**config.mk**
```make
export PLATFORM = sky130hd
export DESIGN_NAME = fft_peak_detector_flat
export DESIGN_NICKNAME = d
export VERILOG_FILES = /design/src/rtl/fft_pkg.sv /design/src/rtl/fft_peak_detector_if.sv /design/src/rtl/fft_peak_detector_hold.sv /design/src/rtl/fft_peak_detector.sv /design/src/flat_wrapper.sv
export SDC_FILE = /design/constraint.sdc
export NUM_CORES = 1
export LEC_CHECK = 0
export CAP_MARGIN = 20
export CORE_MARGIN = 3
export CORE_UTILIZATION = 40
export CTS_BUF_LIST = sky130_fd_sc_hd__clkbuf_2
export DETAILED_ROUTE_END_ITERATION = 6
export GPL_ROUTABILITY_DRIVEN = 1
export PLACE_DENSITY = 0.6
export SKIP_CTS_REPAIR_TIMING = 1
export SLEW_MARGIN = 20
export SYNTH_ARGS = -nofsm -noshare
export SYNTH_HDL_FRONTEND = slang
export SYNTH_SLANG_ARGS = --single-unit
```
**constraint.sdc**
```tcl
create_clock -name aclk -period 12.2 [get_ports aclk]
set_input_delay 1.83 -clock aclk [delete_from_list [all_inputs] [get_ports aclk]]
set_output_delay 1.83 -clock aclk [all_outputs]
set_load 0.1 [all_outputs]
```
**src/rtl/fft_pkg.sv**
```systemverilog
// rtl/fft_pkg.sv - shared widths, defaults and result record for the FFT peak detector.
package fft_pkg;

    localparam int MAG_W     = 32;
    localparam int BIN_W     = 16;
    localparam int FRAME_LEN = 1024;

    localparam logic [BIN_W-1:0] NO_PEAK_BIN = 16'hFFFF;

    typedef struct packed {
        logic [MAG_W-1:0] mag;
        logic [BIN_W-1:0] bin;
        logic [15:0]      frame_idx;
        logic             len_err;
    } peak_result_t;

endpackage

```
**src/rtl/fft_peak_detector_if.sv**
```systemverilog
// rtl/fft_peak_detector_if.sv - magnitude input stream and peak result stream of the detector.
interface fft_peak_detector_if #(
    parameter int MAG_W = 32,
    parameter int BIN_W = 16
);

    logic [MAG_W-1:0] s_axis_mag_tdata;
    logic [BIN_W-1:0] s_axis_mag_tuser;
    logic             s_axis_mag_tlast;
    logic             s_axis_mag_tvalid;

    logic [MAG_W-1:0] m_axis_peak_tdata;
    logic [BIN_W-1:0] m_axis_peak_tuser;
    logic             m_axis_peak_tvalid;
    logic             m_axis_peak_tready;

    // Detector side: consumes magnitudes, produces peak results.
    modport slave (
        input  s_axis_mag_tdata,
        input  s_axis_mag_tuser,
        input  s_axis_mag_tlast,
        input  s_axis_mag_tvalid,
        output m_axis_peak_tdata,
        output m_axis_peak_tuser,
        output m_axis_peak_tvalid,
        input  m_axis_peak_tready
    );

    modport master (
        output s_axis_mag_tdata,
        output s_axis_mag_tuser,
        output s_axis_mag_tlast,
        output s_axis_mag_tvalid,
        input  m_axis_peak_tdata,
        input  m_axis_peak_tuser,
        input  m_axis_peak_tvalid,
        output m_axis_peak_tready
    );

endinterface

```
**src/rtl/fft_peak_detector_hold.sv**
```systemverilog
// rtl/fft_peak_detector_hold.sv - axis_hold_reg: one-deep result register with drop and sticky overflow.
module axis_hold_reg
    import fft_pkg::*;
(
    input  logic         aclk,
    input  logic         areset,
    input  logic         load,
    input  peak_result_t din,
    input  logic         tready,
    output logic         tvalid,
    output peak_result_t dout,
    output logic         overflow
);

    // A new result may replace the held one only if the held one leaves this cycle.
    always_ff @(posedge aclk or posedge areset) begin
        if (areset) begin
            tvalid   <= 1'b0;
            dout     <= '0;
            overflow <= 1'b0;
        end else if (load) begin
            if (!tvalid || tready) begin
                dout   <= din;
                tvalid <= 1'b1;
            end else begin
                overflow <= 1'b1;
            end
        end else if (tvalid && tready) begin
            tvalid <= 1'b0;
        end
    end

endmodule

```
**src/rtl/fft_peak_detector.sv**
```systemverilog
// rtl/fft_peak_detector.sv - per-frame windowed peak search over an FFT magnitude stream.
// Optional PEAK_THRESHOLD_EN adds peak_threshold; frames whose peak falls below it emit nothing.
module fft_peak_detector #(
    parameter int FRAME_LEN = 1024,
    parameter int MIN_BIN   = 1,
    parameter int MAX_BIN   = 511,
    parameter int MAG_W     = 32,
    parameter int BIN_W     = 16
) (
    input  logic                   aclk,
    input  logic                   areset,
    fft_peak_detector_if.slave     bus,
`ifdef PEAK_THRESHOLD_EN
    input  logic [MAG_W-1:0]       peak_threshold,
`endif
    output logic [15:0]            frame_idx,
    output logic                   len_err,
    output logic                   overflow
);

    import fft_pkg::*;

    localparam logic [15:0]      LEN_TARGET = 16'(FRAME_LEN);
    localparam logic [BIN_W-1:0] WIN_LO     = BIN_W'(MIN_BIN);
    localparam logic [BIN_W-1:0] WIN_HI     = BIN_W'(MAX_BIN);

    logic [15:0]      beat_cnt;
    logic [15:0]      frame_cnt;
    logic [MAG_W-1:0] best_mag;
    logic [BIN_W-1:0] best_bin;

    logic [15:0]      beat_next;
    logic             in_win;
    logic             take;
    logic             frame_end;
    logic             load;
    logic [MAG_W-1:0] cur_mag;
    logic [BIN_W-1:0] cur_bin;
    peak_result_t     result;
    peak_result_t     held;
    logic             peak_tvalid;

    // cur_* is the running best including the current beat, so the tlast beat joins the final compare.
    always_comb begin
        beat_next = (beat_cnt == 16'hFFFF) ? beat_cnt : beat_cnt + 16'd1;
        in_win    = (bus.s_axis_mag_tuser >= WIN_LO) && (bus.s_axis_mag_tuser <= WIN_HI);
        take      = bus.s_axis_mag_tvalid && in_win && (bus.s_axis_mag_tdata > best_mag);
        cur_mag   = take ? bus.s_axis_mag_tdata : best_mag;
        cur_bin   = take ? bus.s_axis_mag_tuser : best_bin;
        frame_end = bus.s_axis_mag_tvalid && bus.s_axis_mag_tlast;

        result.mag       = cur_mag;
        result.bin       = cur_bin;
        result.frame_idx = frame_cnt;
        result.len_err   = (beat_next != LEN_TARGET);

`ifdef PEAK_THRESHOLD_EN
        load = frame_end && (cur_mag >= peak_threshold);
`else
        load = frame_end;
`endif
    end

    always_ff @(posedge aclk or posedge areset) begin
        if (areset) begin
            beat_cnt  <= '0;
            frame_cnt <= '0;
            best_mag  <= '0;
            best_bin  <= NO_PEAK_BIN;
        end else if (frame_end) begin
            beat_cnt  <= '0;
            frame_cnt <= frame_cnt + 16'd1;
            best_mag  <= '0;
            best_bin  <= NO_PEAK_BIN;
        end else if (bus.s_axis_mag_tvalid) begin
            beat_cnt <= beat_next;
            best_mag <= cur_mag;
            best_bin <= cur_bin;
        end
    end

    axis_hold_reg u_hold (
        .aclk     (aclk),
        .areset   (areset),
        .load     (load),
        .din      (result),
        .tready   (bus.m_axis_peak_tready),
        .tvalid   (peak_tvalid),
        .dout     (held),
        .overflow (overflow)
    );

    assign bus.m_axis_peak_tvalid = peak_tvalid;
    assign bus.m_axis_peak_tdata  = held.mag;
    assign bus.m_axis_peak_tuser  = held.bin;
    assign frame_idx              = held.frame_idx;
    assign len_err                = held.len_err;

endmodule
```
**src/flat_wrapper.sv**
```systemverilog
// flat-port wrapper written by rule: the top's interface ports become plain ports
module fft_peak_detector_flat import fft_pkg::*;
#(
    parameter int FRAME_LEN = 1024,
    parameter int MIN_BIN   = 1,
    parameter int MAX_BIN   = 511,
    parameter int MAG_W     = 32,
    parameter int BIN_W     = 16
)
  (aclk, areset, frame_idx, len_err, overflow, bus_s_axis_mag_tdata, bus_s_axis_mag_tuser, bus_s_axis_mag_tlast, bus_s_axis_mag_tvalid, bus_m_axis_peak_tdata, bus_m_axis_peak_tuser, bus_m_axis_peak_tvalid, bus_m_axis_peak_tready);
  fft_peak_detector_if #(.MAG_W(MAG_W), .BIN_W(BIN_W)) bus_i ();
  input  logic aclk;
  input  logic areset;
  output logic [15:0] frame_idx;
  output logic len_err;
  output logic overflow;
  input wire logic [$bits(bus_i.s_axis_mag_tdata)-1:0] bus_s_axis_mag_tdata;
  input wire logic [$bits(bus_i.s_axis_mag_tuser)-1:0] bus_s_axis_mag_tuser;
  input wire logic [$bits(bus_i.s_axis_mag_tlast)-1:0] bus_s_axis_mag_tlast;
  input wire logic [$bits(bus_i.s_axis_mag_tvalid)-1:0] bus_s_axis_mag_tvalid;
  output wire logic [$bits(bus_i.m_axis_peak_tdata)-1:0] bus_m_axis_peak_tdata;
  output wire logic [$bits(bus_i.m_axis_peak_tuser)-1:0] bus_m_axis_peak_tuser;
  output wire logic [$bits(bus_i.m_axis_peak_tvalid)-1:0] bus_m_axis_peak_tvalid;
  input wire logic [$bits(bus_i.m_axis_peak_tready)-1:0] bus_m_axis_peak_tready;
  assign bus_i.s_axis_mag_tdata = bus_s_axis_mag_tdata;
  assign bus_i.s_axis_mag_tuser = bus_s_axis_mag_tuser;
  assign bus_i.s_axis_mag_tlast = bus_s_axis_mag_tlast;
  assign bus_i.s_axis_mag_tvalid = bus_s_axis_mag_tvalid;
  assign bus_m_axis_peak_tdata = bus_i.m_axis_peak_tdata;
  assign bus_m_axis_peak_tuser = bus_i.m_axis_peak_tuser;
  assign bus_m_axis_peak_tvalid = bus_i.m_axis_peak_tvalid;
  assign bus_i.m_axis_peak_tready = bus_m_axis_peak_tready;
  fft_peak_detector #(.FRAME_LEN(FRAME_LEN), .MIN_BIN(MIN_BIN), .MAX_BIN(MAX_BIN), .MAG_W(MAG_W), .BIN_W(BIN_W)) u_core (.aclk(aclk), .areset(areset), .bus(bus_i), .frame_idx(frame_idx), .len_err(len_err), .overflow(overflow));
endmodule
```
==> results.cfg <==
[power]
p_leak_nw = 3.92
powerDensity_nw_per_um2 = 122
p_clk_share_pct = 23.5
finalPower_mw = 1.07
irDropWorstVdd_uv = 85.6
internal_power_mw = 0.663
p_sw_mw = 0.403
combPwrFrac_pct = 25.8
sw_frac_of_total_pct = 37.8
p_seq_share_pct = 50.6

[floorplanning]
coreArea_sq_um = 17400
start_util_pct = 41.1
num_io_pins = 120
die_h_microns = 140
row_count = 48
dieArea_sq_um = 19500
dieWidth_microns = 140

[clocking]
clk-insertion-delay-late_ps = 710
cts_sinks = 147
cts_tree = done
cts_buffers = 17
clk_pin_slew_worst_paths_ps = 220
root_buffer = clkbuf_2
clockBufferDepth = 2
htreeDepth = 4

[routing]
firstDrtPassIters = 4
totalWireLength_microns = 16800
routedWlPerCell_microns = 16.3
drt-vias-per-instance = 5.30
drt_iter0_drc = 274
drc = 0
vias = 5472
ant_nets = 0

[setup_path]
startpoint_type = primary input
worstSetupEndpointType = flip-flop
critPathArrivalTime_ps = 5280
cp.required_ps = 12800
crit_fanout = 52
crit_type = in2reg
rrSetupSlack_ps = 8670

[yosys]
synth_most_common_cell = dfrtp_1
async_flop_share_pct = 100
synth_nets = 775
synth.mux.area_fraction_pct = 8.68
ys_seq_area_share_pct = 51.7
netlist_area_sq_um = 7150
yosysTopAreaCell = dfrtp_1
syn_inst = 688
yosys.area_share.adder_pct = 5.95
netlist_top_cells_count = dfrtp_1, nand2_1, mux2i_1, inv_1, o21ai_1
synth_top_family_by_area = compound AO/OA/AOI/OAI gates
synthTopCellsByArea = dfrtp_1, mux2i_1, ha_1, dfstp_2, nand2_1
synth_compound_area_share_pct = 15.0
synth_cell_types = 53
synth_ff_type = dfrtp_1
synth.top_cell.area_share_pct = 45.8
ys_ff_latch = 147
synthSimpleGateAreaFrac_pct = 12.0
ys_warn_count = 0
avgSynthCellArea_sq_um = 10.4
synthXorXnorAreaFrac_pct = 2.33
synth-edff-count = 0

[final_layout]
seqCellArea_sq_um = 3700
instances_no_fill = 1032
nets = 880
area_delta_synth_final_pct = 22.0
multi_input_comb_area_sq_um = 3170
fill_cells = 1634
drive_above_1_share_pct = 9.18

[min_path]
hold_path.class = reg2reg

[grt]
grt_pass1_vias = 5364
antenna_found_initial = 1
grt_use_total_pct = 17.6
grt_pass1_wl_microns = 27900
grt_max_degree = 114
grt_overflow = 0

[timing]
fmax_mhz = 214
hold_violations = 0
fin_worst_skew_ps = 29.3
slew_viol_final = 0
slew_headroom_pct = 29.9
finalCritPeriodShare_pct = 38.4
fin_setup_tns_ps = 0
finalCriticalPeriod_ps = 4680
setup_viol = 0
timing.hold.ws_ps = 483
rsz0062_at_grt = false
layout_setup_ws_ps = 7520
worst_slew_pin_slew_ps = 1050

[placed_design]
routabilityCongestion = 0.825
io_buffers = 119
detailedPlace.worstSlack_ps = 6680
dp.cells = 999
hpwl_microns = 11900

[run]
maxCapViolCount = 0

[status]
outcome = complete, no violations
[placed cells by master, fill, tap and decap left out, types with 2 or more instances in the layout]
cell type / n
inv_6: 3
or3_1: 2
o31ai_1: 3
clkinv_2: 4
nand2b_1: 3
nor4b_1: 2
or2_2: 2
mux2i_1: 44
a211oi_1: 2
nor4_1: 6
dfstp_2: 16
and3_1: 3
a22o_1: 31
xnor2_1: 18
dfrtp_1: 131
a21oi_1: 25
o22a_1: 10
nor3_1: 10
nand4_1: 16
a31oi_1: 9
inv_1: 38
nand3_1: 20
clkinv_1: 2
nand2_1: 99
o21ai_1: 39
clkinvlp_4: 4
nor2_1: 18
buf_4: 2
a41oi_1: 3
o21ai_0: 26
mux2_2: 16
a21oi_4: 2
ha_1: 34
a22oi_1: 2
o211ai_1: 2
clkdlybuf4s50_1: 119
clkbuf_2: 18
[metal layers]
| metal | track usage [%] | share of wire, % | vias to the layer above |
|---|---|---|---|
| met3 | 3.47 | 4.0 | 17 |
| li1 | - | - | 2668 |
| met2 | 28.3 | 48 | 109 |
| met5 | 0 | 0 | - |
| met4 | 5.41 | 1.3 | 0 |
| met1 | 24.1 | 47 | 2678 |
[power groups by stage]
stage / clock, mW / combinational [mW] / sequential [mW]
2_1_floorplan: 0 / 0.0626 / 0.678
3_3_place_gp: 0 / 0.273 / 0.547
3_5_place_dp: 0 / 0.277 / 0.549
4_1_cts: 0.261 / 0.278 / 0.540
5_1_grt: 0.282 / 0.291 / 0.544
6_report: 0.251 / 0.275 / 0.540
[registers in the layout (all words and copies together) (netlist names)]
register,cells
u_core.best_bin,16
u_core.frame_cnt,16
u_core.u_hold.tvalid,1
u_core.best_mag,32
u_core.beat_cnt,16
u_core.u_hold.overflow,1
u_core.u_hold.dout,65
[path summary, 6_finish.rpt]
kind	start	endpoint	depth (start not counted)
min in group asynchronous	areset	u_core.u_hold.dout[10]	2
worst max-delay path	bus_s_axis_mag_tdata[30]	u_core.best_mag[0]	10
max in group asynchronous	areset	u_core.best_mag[1]	3
worst max register to register	u_core.best_mag[30]	u_core.best_mag[0]	10
worst min-delay path	u_core.frame_cnt[15]	u_core.frame_cnt[15]	1
worst min register to register	u_core.frame_cnt[15]	u_core.frame_cnt[15]	1
[logic make-up after synthesis]
logic type / after synthesis
flops: 147
buf+inv: 75
simple gates: 189
mux: 60
compound gates: 164
xor+xnor: 19
fa+ha+maj: 34
[worst max-delay path, stage by stage]
cell and delay, ps:
clkdlybuf4s50_1 460, ha_1 350, nand4_1 170, nor4_1 620
a21oi_1 210, a21oi_4 190, buf_4 700, nor2_2 180
buf_4 290, a22o_1 270
[stage by stage]
| step | area (sq um) | utilization (%) |
|---|---|---|
| 2_1_floorplan | 7150 | - |
| 3_3_place_gp | 8510 | 48.8 |
| 3_5_place_dp | 8510 | 48.8 |
| 4_1_cts | 8710 | 50.0 |
| 5_1_grt | 8730 | 50.1 |
| 6_report | 8730 | 50.1 |
[area by class of cell]
type                       instances  share of cell area [%]
sequential                       147                    42.4
multi-input combinational        466                    36.3
tap                              225                    3.23
clock inverter                    14                    1.30
inverter                          39                    1.73
timing repair buffer             122                    13.9
antenna                            1                  0.0287
clock buffer                      18                    1.03
No activity file was read; power rests on OpenSTA's default activity.
